[src/rtl/fifo_arb_pkg.sv]
// Shared types and width helpers for the FIFO write-port arbiter.
// Used by fifo_rr_pick and fifo_wr_arbiter.
package fifo_arb_pkg;

    typedef enum logic {
        IDLE  = 1'b0,
        GRANT = 1'b1
    } arb_state_t;

    // Grant-index width; at least one bit, even for a degenerate single requester.
    function automatic int id_width(input int nreq);
        return (nreq > 1) ? $clog2(nreq) : 1;
    endfunction

    // burst_cnt must hold BURST-1 and never wraps within a grant.
    function automatic int cnt_width(input int burst);
        return $clog2(burst) + 1;
    endfunction

endpackage

[src/rtl/fifo_rr_pick.sv]
// Combinational rotating priority encoder. It returns the first set request
// found by searching upward from (last+1) mod NREQ, wrapping at NREQ.
module fifo_rr_pick
    import fifo_arb_pkg::*;
#(
    parameter int NREQ = 4,
    parameter int IW   = id_width(NREQ)
) (
    input  logic [NREQ-1:0] req,
    input  logic [IW-1:0]   last,
    output logic            found,
    output logic [IW-1:0]   index
);

    int            pos;
    logic [IW-1:0] cand;

    always_comb begin
        // NOTE: every variable written here gets a default first, so no latch is inferred.
        found = 1'b0;
        index = '0;
        pos   = 0;
        cand  = '0;
        // Scan from the farthest offset down, so the nearest candidate is written last and wins.
        for (int k = NREQ; k >= 1; k--) begin
            pos  = (int'(last) + k) % NREQ;
            cand = IW'(pos);
            if (req[cand]) begin
                found = 1'b1;
                index = cand;
            end
        end
    end

endmodule

[src/rtl/fifo_wr_arbiter.sv]
// Round-robin arbiter that shares the FIFO write port among NREQ requesters in bursts of up to BURST words.
// The optional stall counter output is enabled by defining FIFO_ARB_STATS_EN.
module fifo_wr_arbiter
    import fifo_arb_pkg::*;
#(
    parameter  int DATASIZE = 3,
    parameter  int NREQ     = 4,
    parameter  int BURST    = 4,
    localparam int IW       = id_width(NREQ),
    localparam int CW       = cnt_width(BURST)
) (
    input  logic                     wclk,
    input  logic                     wrst,
    input  logic [NREQ-1:0]          req_valid,
    input  logic [NREQ*DATASIZE-1:0] req_data,
    output logic [NREQ-1:0]          req_ready,
    input  logic                     wfull,
    output logic                     winc,
    output logic [DATASIZE-1:0]      wdata,
    output logic [IW-1:0]            grant_id,
    output logic                     busy
`ifdef FIFO_ARB_STATS_EN
    ,
    output logic [15:0]              stall_cnt
`endif
);

    arb_state_t          state, state_nxt;
    logic [IW-1:0]       owner, owner_nxt;
    logic [IW-1:0]       last, last_nxt;
    logic [CW-1:0]       burst_cnt, cnt_nxt;
    logic                pick_found;
    logic [IW-1:0]       pick_idx;
    logic                owner_valid;
    logic                xfer;
    logic [DATASIZE-1:0] slot [NREQ];

    for (genvar g = 0; g < NREQ; g++) begin : g_slot
        assign slot[g] = req_data[g*DATASIZE +: DATASIZE];
    end

    fifo_rr_pick #(
        .NREQ (NREQ),
        .IW   (IW)
    ) u_pick (
        .req   (req_valid),
        .last  (last),
        .found (pick_found),
        .index (pick_idx)
    );

    assign owner_valid = req_valid[owner];
    assign wdata       = slot[owner];
    assign grant_id    = owner;
    assign busy        = (state == GRANT);

    always_comb begin
        state_nxt = state;
        owner_nxt = owner;
        last_nxt  = last;
        cnt_nxt   = burst_cnt;
        req_ready = '0;
        winc      = 1'b0;
        xfer      = 1'b0;
        case (state)
            IDLE: begin
                if (pick_found) begin
                    owner_nxt = pick_idx;
                    cnt_nxt   = '0;
                    state_nxt = GRANT;
                end
            end
            GRANT: begin
                req_ready[owner] = !wfull;
                xfer             = owner_valid && !wfull;
                winc             = xfer;
                if (!owner_valid || (xfer && burst_cnt == CW'(BURST - 1))) begin
                    last_nxt  = owner;
                    state_nxt = IDLE;
                end else if (xfer) begin
                    cnt_nxt = burst_cnt + 1'b1;
                end
            end
            default: state_nxt = IDLE;
        endcase
        // Handshakes are suppressed while reset is held, so a reset mid-burst never writes a partial word.
        if (wrst) begin
            req_ready = '0;
            winc      = 1'b0;
        end
    end

    always_ff @(posedge wclk) begin
        // NOTE: sequential state uses non-blocking assignments only.
        if (wrst) begin
            state     <= IDLE;
            owner     <= '0;
            last      <= IW'(NREQ - 1);
            burst_cnt <= '0;
        end else begin
            state     <= state_nxt;
            owner     <= owner_nxt;
            last      <= last_nxt;
            burst_cnt <= cnt_nxt;
        end
    end

`ifdef FIFO_ARB_STATS_EN
    // Counts cycles in which the owner is blocked by a full FIFO; saturates at all-ones.
    always_ff @(posedge wclk) begin
        if (wrst) begin
            stall_cnt <= '0;
        end else if (state == GRANT && owner_valid && wfull && stall_cnt != 16'hFFFF) begin
            stall_cnt <= stall_cnt + 16'd1;
        end
    end
`endif

endmodule

[config.mk]
export PLATFORM = sky130hd
export DESIGN_NAME = fifo_wr_arbiter
export DESIGN_NICKNAME = d
export VERILOG_FILES = /design/src/rtl/fifo_arb_pkg.sv /design/src/rtl/fifo_rr_pick.sv /design/src/rtl/fifo_wr_arbiter.sv
export SDC_FILE = /design/constraint.sdc
export NUM_CORES = 1
export LEC_CHECK = 0
export CAP_MARGIN = 0
export CORE_MARGIN = 10
export CORE_UTILIZATION = 35
export CTS_CLUSTER_DIAMETER = 150
export CTS_CLUSTER_SIZE = 16
export DETAILED_ROUTE_END_ITERATION = 10
export PLACE_DENSITY = 0.7
export SYNTH_ARGS = -nofsm -noshare
export SYNTH_HDL_FRONTEND = slang
export SYNTH_HIERARCHICAL = 1
export SYNTH_SLANG_ARGS = --single-unit
[constraint.sdc]
create_clock -name wclk -period 1.9 [get_ports wclk]
set_clock_uncertainty 0.2 [all_clocks]
set_input_delay 0.475 -clock wclk [delete_from_list [all_inputs] [get_ports wclk]]
set_output_delay 0.475 -clock wclk [all_outputs]
set_load 0.01 [all_outputs]
Yosys cells after proc, flatten, opt, wreduce, memory -nomap -nowiden
Cells that the tools add are included.

operators by class
  add/subtract/negate cells = 5
  $mul = 0
  div/mod/pow operators = 0
  order comparisons = 7
  equality and inequality tests = 4
  shifts and indexed selects = 0
  mux-type cells = 34
  bitwise gates (word level) = 3
  reductions and logical operators = 9

operators with widths
  kind                   count
  $lt A2 B3 Y1 const B   5
  $mux W3                5
  $mux W1                14
  $bmux W1 S2            5
  $mux W2                4
  $mux W4                2
  $bmux W3 S2            1
  $pmux W3 S2            1
  $add A2 B1 Y2 const B  2
  $add A2 B2 Y2 const B  2
  $and A4 B4 Y4          1
  $ne A2 B2 Y1 const B   2
  $reduce_and A2 Y1      2
  $add A3 B1 Y3 const B  1
  $eq A3 B2 Y1 const B   1
  $ge A3 B3 Y1 const B   1
  $logic_and A1 B1 Y1    3
  $not A2 Y3             1
  $reduce_and A3 Y1      1
  $demux W1 S2           1
  $ge A2 B1 Y1 const B   1
  $logic_not A1 Y1       2
  $ne A2 B1 Y1 const B   1
  $pmux W1 S2            1
  2 further kinds        2

word-level totals
  register bits after elaboration = 8
  latch bits = 0
  bits in writable memories = 0
  bits in read-only memories = 0
  input bits = 19
  output and inout bits = 11
  memories = 0

Longest topological paths before layout
  depth after elaboration = 9
  depth in mapped cells = 6
  gate-level depth less buffers = 6

Modules after synthesis
The synthesis kept the hierarchy.

modules (own cells, without submodules)
  module           times used  cells an instance  area an instance (um^2)  sequential area each (um^2)
  fifo_wr_arbiter  1           55                 540.5                    160.2
  fifo_rr_pick     1           14                 91.3                     0.0

Worst setup path after synthesis
OpenSTA, ideal clock, no wires.

  path kind = input -> output
  start = input wrst
  end = output req_ready[0]
  data arrival time = 1.259 ns
  required time = 1.225 ns
  setup slack = -0.034 ns
  cell stages on the path = 2
  buffers on the path = 0
  path through = or3b_2 -> nor3_1

between the ends
  cells in the longest elaborated chain, start to end = 1

RTL lines
  what         line                   RTL
  from (decl)  fifo_wr_arbiter.sv:13  input logic wrst,
  $mux W4      fifo_wr_arbiter.sv:87  if (wrst) begin
  to (decl)    fifo_wr_arbiter.sv:16  output logic [NREQ-1:0] req_ready,

No other way between the ends.

Final worst setup path
  start = register owner[0], in the netlist grant_id[0]
  end = output winc

between the ends
  cells in the longest elaborated chain, start to end = 5

RTL lines
  what                           line                    RTL
  from (decl)                    fifo_wr_arbiter.sv:29   logic [IW-1:0] owner, owner_nxt;
  from (signal assigned)         fifo_wr_arbiter.sv:102  owner <= owner_nxt;
  $bmux W1 S2                    fifo_wr_arbiter.sv:52   assign owner_valid = req_valid[owner];
  $mux W1 (not written as such)  fifo_wr_arbiter.sv:52
  $logic_and A1 B1 Y1            fifo_wr_arbiter.sv:75   xfer = owner_valid && !wfull;
  $mux W1                        fifo_wr_arbiter.sv:65   case (state)
  $mux W1                        fifo_wr_arbiter.sv:87
  to (decl)                      fifo_wr_arbiter.sv:18   output logic winc,

No other way between the ends. The select of a mux whose other input is x is not followed.

==> qor.json <==
{
  "clock_tree": {
    "clk_pin_slew_ns": 0.06,
    "ctsHtreeMaxLevel": 1,
    "clock_insertion_delay_worst_skew_ns": 0.26,
    "clock-sinks": 8,
    "numCtsBuffers": 3,
    "clockRootBuffer": "sky130_fd_sc_hd__clkbuf_4",
    "cts.path.max_buffers": 2,
    "cts_tree": "done"
  },
  "worst_hold_path": {
    "holdCritPathClass": "flip-flop to flip-flop",
    "min_delay_worst_endpoint": "burst_cnt[0]",
    "min-delay-start": "burst_cnt[0]",
    "worst_hold_path.num_cells": 1
  },
  "place": {
    "globalplace.congestion": 0.762,
    "place.port_buffers": 29,
    "placedCellCount": 134,
    "detailedPlacementHpwl_mm": 1.60,
    "setup_slack_after_placement_ns": -0.924,
    "dpl_cell_area_sq_mm": 0.00104
  },
  "floorplan": {
    "floorplan.initialDensity": 0.366,
    "core_box_area_sq_mm": 0.00173,
    "std_cell_rows": 15,
    "design.die.area_sq_mm": 0.00391,
    "die_h_microns": 62.5,
    "boundary_pin_count": 30,
    "die_width_microns": 62.5
  },
  "logic_synthesis": {
    "yosys.area_share.adder": 0.0396,
    "synth_async_sr_flop_share": 0,
    "synth.mux.area_fraction": 0.275,
    "synth.largest_area_cell": "sky130_fd_sc_hd__dfxtp_1",
    "yosys_warnings": 6,
    "synth_compound_area_frac": 0.105,
    "ys_ff_latch": 8,
    "ys.flop_type": "sky130_fd_sc_hd__dfxtp_1",
    "ys_top_cells_by_count": "sky130_fd_sc_hd__nor2_1, sky130_fd_sc_hd__dfxtp_1, sky130_fd_sc_hd__mux2i_1, sky130_fd_sc_hd__nand2b_1",
    "synth-seq-area-share": 0.253,
    "yosys.cell_count.top_type": "sky130_fd_sc_hd__nor2_1",
    "synth_enable_flop_cells": 0,
    "synth-simple-area-share": 0.265,
    "synth.avg_cell_area_sq_um": 9.16,
    "synth_top_family_by_area": "multiplexers",
    "ys_types": 26,
    "ys_top_cells_by_area": "sky130_fd_sc_hd__dfxtp_1, sky130_fd_sc_hd__mux4_1, sky130_fd_sc_hd__mux2i_1",
    "postSynthCellCount": 69,
    "post_synth_instance_area_sq_um": 632,
    "synthXorXnorAreaFrac": 0,
    "synth.top_cell.area_share": 0.253,
    "mappedNetlistNets": 90
  },
  "critical_path": {
    "required_ns": 1.22,
    "worst_ep_arrival_time_ns": 1.41,
    "setup.worst_path.end_class": "output pin",
    "critical_path.slowest_cell": "sky130_fd_sc_hd__mux4_2",
    "setup.worst_path.class": "flip-flop to output pin",
    "worst_r2r_dst": "burst_cnt[1]",
    "worst_setup_start_kind": "flip-flop",
    "critical_path.cell_chain": "mux4_2 -> nor2b_4 -> buf_6",
    "stage_delay_of_the_slowest_cell_on_the_critical_path_ns": 0.52,
    "regToRegSetupSlack_ns": 0.19,
    "worst_r2r_startpoint": "grant_id[0]",
    "worstPathMaxFanout": 5,
    "path_depth_of_the_worst_reg2reg_path": 5
  },
  "global_routing": {
    "busiest_layer": "met2",
    "grt_usage": 0.104,
    "grt_overflow_total": 0,
    "global_route_track_usage_on_met2": 0.158,
    "antenna_found_initial": 0,
    "grt_use_met1": 0.136,
    "grt_first_pass_wirelength_mm": 3.39,
    "pin_count_of_the_biggest_net_entering_global_routing": 13,
    "use_met3": 0.0323,
    "first_global_vias": 706
  },
  "pwr": {
    "max-vdd-ir-drop_uv": 444,
    "pwr_density_cell_mw_per_mm2": 532,
    "p_leak_nw": 0.494,
    "post_layout_total_power_mw": 0.571
  },
  "finish": {
    "layout-area-overhead-vs-synth_pct": 69.9,
    "nNetsFinal": 138,
    "diodes_inserted": 0,
    "instances_no_fill": 140,
    "drive_above_1_share": 0.409,
    "final.fill_count": 164,
    "finalInstanceArea_sq_mm": 0.00107
  },
  "job": {
    "drv.max_cap_violation_count": 0
  },
  "sta": {
    "timing.final.hold_violations": 0,
    "period_share": 1.10,
    "worst_slew_margin_rel": 0.858,
    "final-max-slew-violation-count": 0,
    "worst-slew-pin-transition_ns": 0.213,
    "grt_setup_unrepaired": "yes",
    "layout_setup_ws_ns": -0.185,
    "fin_crit_ns": 2.09,
    "setup_viol_count_final": 8,
    "maxClockFrequency_ghz": 0.480,
    "hold_slack_ns": 0.294
  },
  "drt": {
    "vias": 699,
    "drt.antenna.violating_nets": 0,
    "detail_routed_net_length_per_standard_cell_microns": 14.8,
    "route.final.wire_length_mm": 2.08,
    "drc": 0,
    "viasPerCell": 4.99,
    "first_pass_iters": 4,
    "detailedRoute.firstIterationViolations": 23
  },
  "outcome": {
    "status": "complete, but fails checks",
    "failed_checks": "negative setup slack"
  }
}
## cells in the final DEF, fill, tap and decap left out, types with 2 or more instances in the layout
cell and instances:
sky130_fd_sc_hd__clkbuf_4 3, sky130_fd_sc_hd__ha_1 2, sky130_fd_sc_hd__buf_6 5, sky130_fd_sc_hd__dfxtp_1 6, sky130_fd_sc_hd__mux4_2 4, sky130_fd_sc_hd__nor3_2 4, sky130_fd_sc_hd__nand3_1 3, sky130_fd_sc_hd__clkdlybuf4s15_1 4
sky130_fd_sc_hd__buf_4 18, sky130_fd_sc_hd__buf_2 5, sky130_fd_sc_hd__a21oi_1 3, sky130_fd_sc_hd__a31oi_1 2, sky130_fd_sc_hd__nor2_1 9, sky130_fd_sc_hd__dlygate4sd2_1 15, sky130_fd_sc_hd__mux2_2 2, sky130_fd_sc_hd__nand4b_1 2
sky130_fd_sc_hd__and3_1 2, sky130_fd_sc_hd__o31ai_1 2, sky130_fd_sc_hd__mux2i_1 5, sky130_fd_sc_hd__nand2b_1 5, sky130_fd_sc_hd__inv_1 4, sky130_fd_sc_hd__nand2_1 2
## logic make-up (layout without fill, tap and decap cells)
family                   count (synthesis)  in the layout
AO/OA/AOI/OAI                            9              9
adder cells (fa/ha/maj)                  2              2
buffers and inverters                    8             54
flip-flops                               8              8
multiplexers                            11             11
AND/OR/NAND/NOR                         31             31
## how the worst max path moves through the flow
stage | from | end | cells after the start
2_1_floorplan | wrst | req_ready[0] | 2
3_3_place_gp | wrst | req_ready[0] | 4
3_5_place_dp | wrst | req_ready[2] | 4
4_1_cts | grant_id[0] | winc | 3
5_1_grt | grant_id[0] | winc | 3
6_report | grant_id[0] | winc | 3
## report_power, final
| group | switching, mW | total (mW) | internal, mW |
|---|---|---|---|
| sequential | 0.0142 | 0.196 | 0.182 |
| combinational | 0.0975 | 0.240 | 0.142 |
| clock | 0.0632 | 0.136 | 0.0727 |
| total | 0.175 | 0.571 | 0.397 |
## sequential cells by signal, summed over array words and instances (netlist names)
signal     flops
burst_cnt      3
busy           1
grant_id       2
last           2
## worst max-delay path: cells and delay by family (launching register included)
| family | cells | cell delay [ns] |
|---|---|---|
| simple gates | 1 | 0.15 |
| mux | 1 | 0.52 |
| buf+inv | 1 | 0.11 |
| flops | 1 | 0.37 |
## routing by layer
layer / wire length, microns / vias up
met2: 911 / 28
met5: 0 / -
met3: 99 / 4
li1: - / 345
met4: 29 / 0
met1: 1040 / 322
## final cells by class
class	count	area (sq um)	area share
clock buffers	3	22.5	0.0210
inverters	4	15.0	0.0140
multi-input cells	53	452	0.421
flip-flops and latches	8	165	0.154
well taps	25	31.3	0.0291
repair buffers	47	388	0.361
## repair_timing
action	4_1_cts	5_1_grt
endpoints found under the setup margin	14	8
setup buffers	2	1
hold buffers	0	0
endpoints found under the hold margin	0	0
pin swaps	4	2
gates resized for setup	79	2
## metrics by stage
step,util,TNS (ns)
2_1_floorplan,-,-0.134
3_3_place_gp,0.604,-7.65
3_5_place_dp,0.604,-8.00
4_1_cts,0.609,-1.03
5_1_grt,0.622,-1.32
6_report,0.622,-0.890
Power figures use the tool's default switching activity.
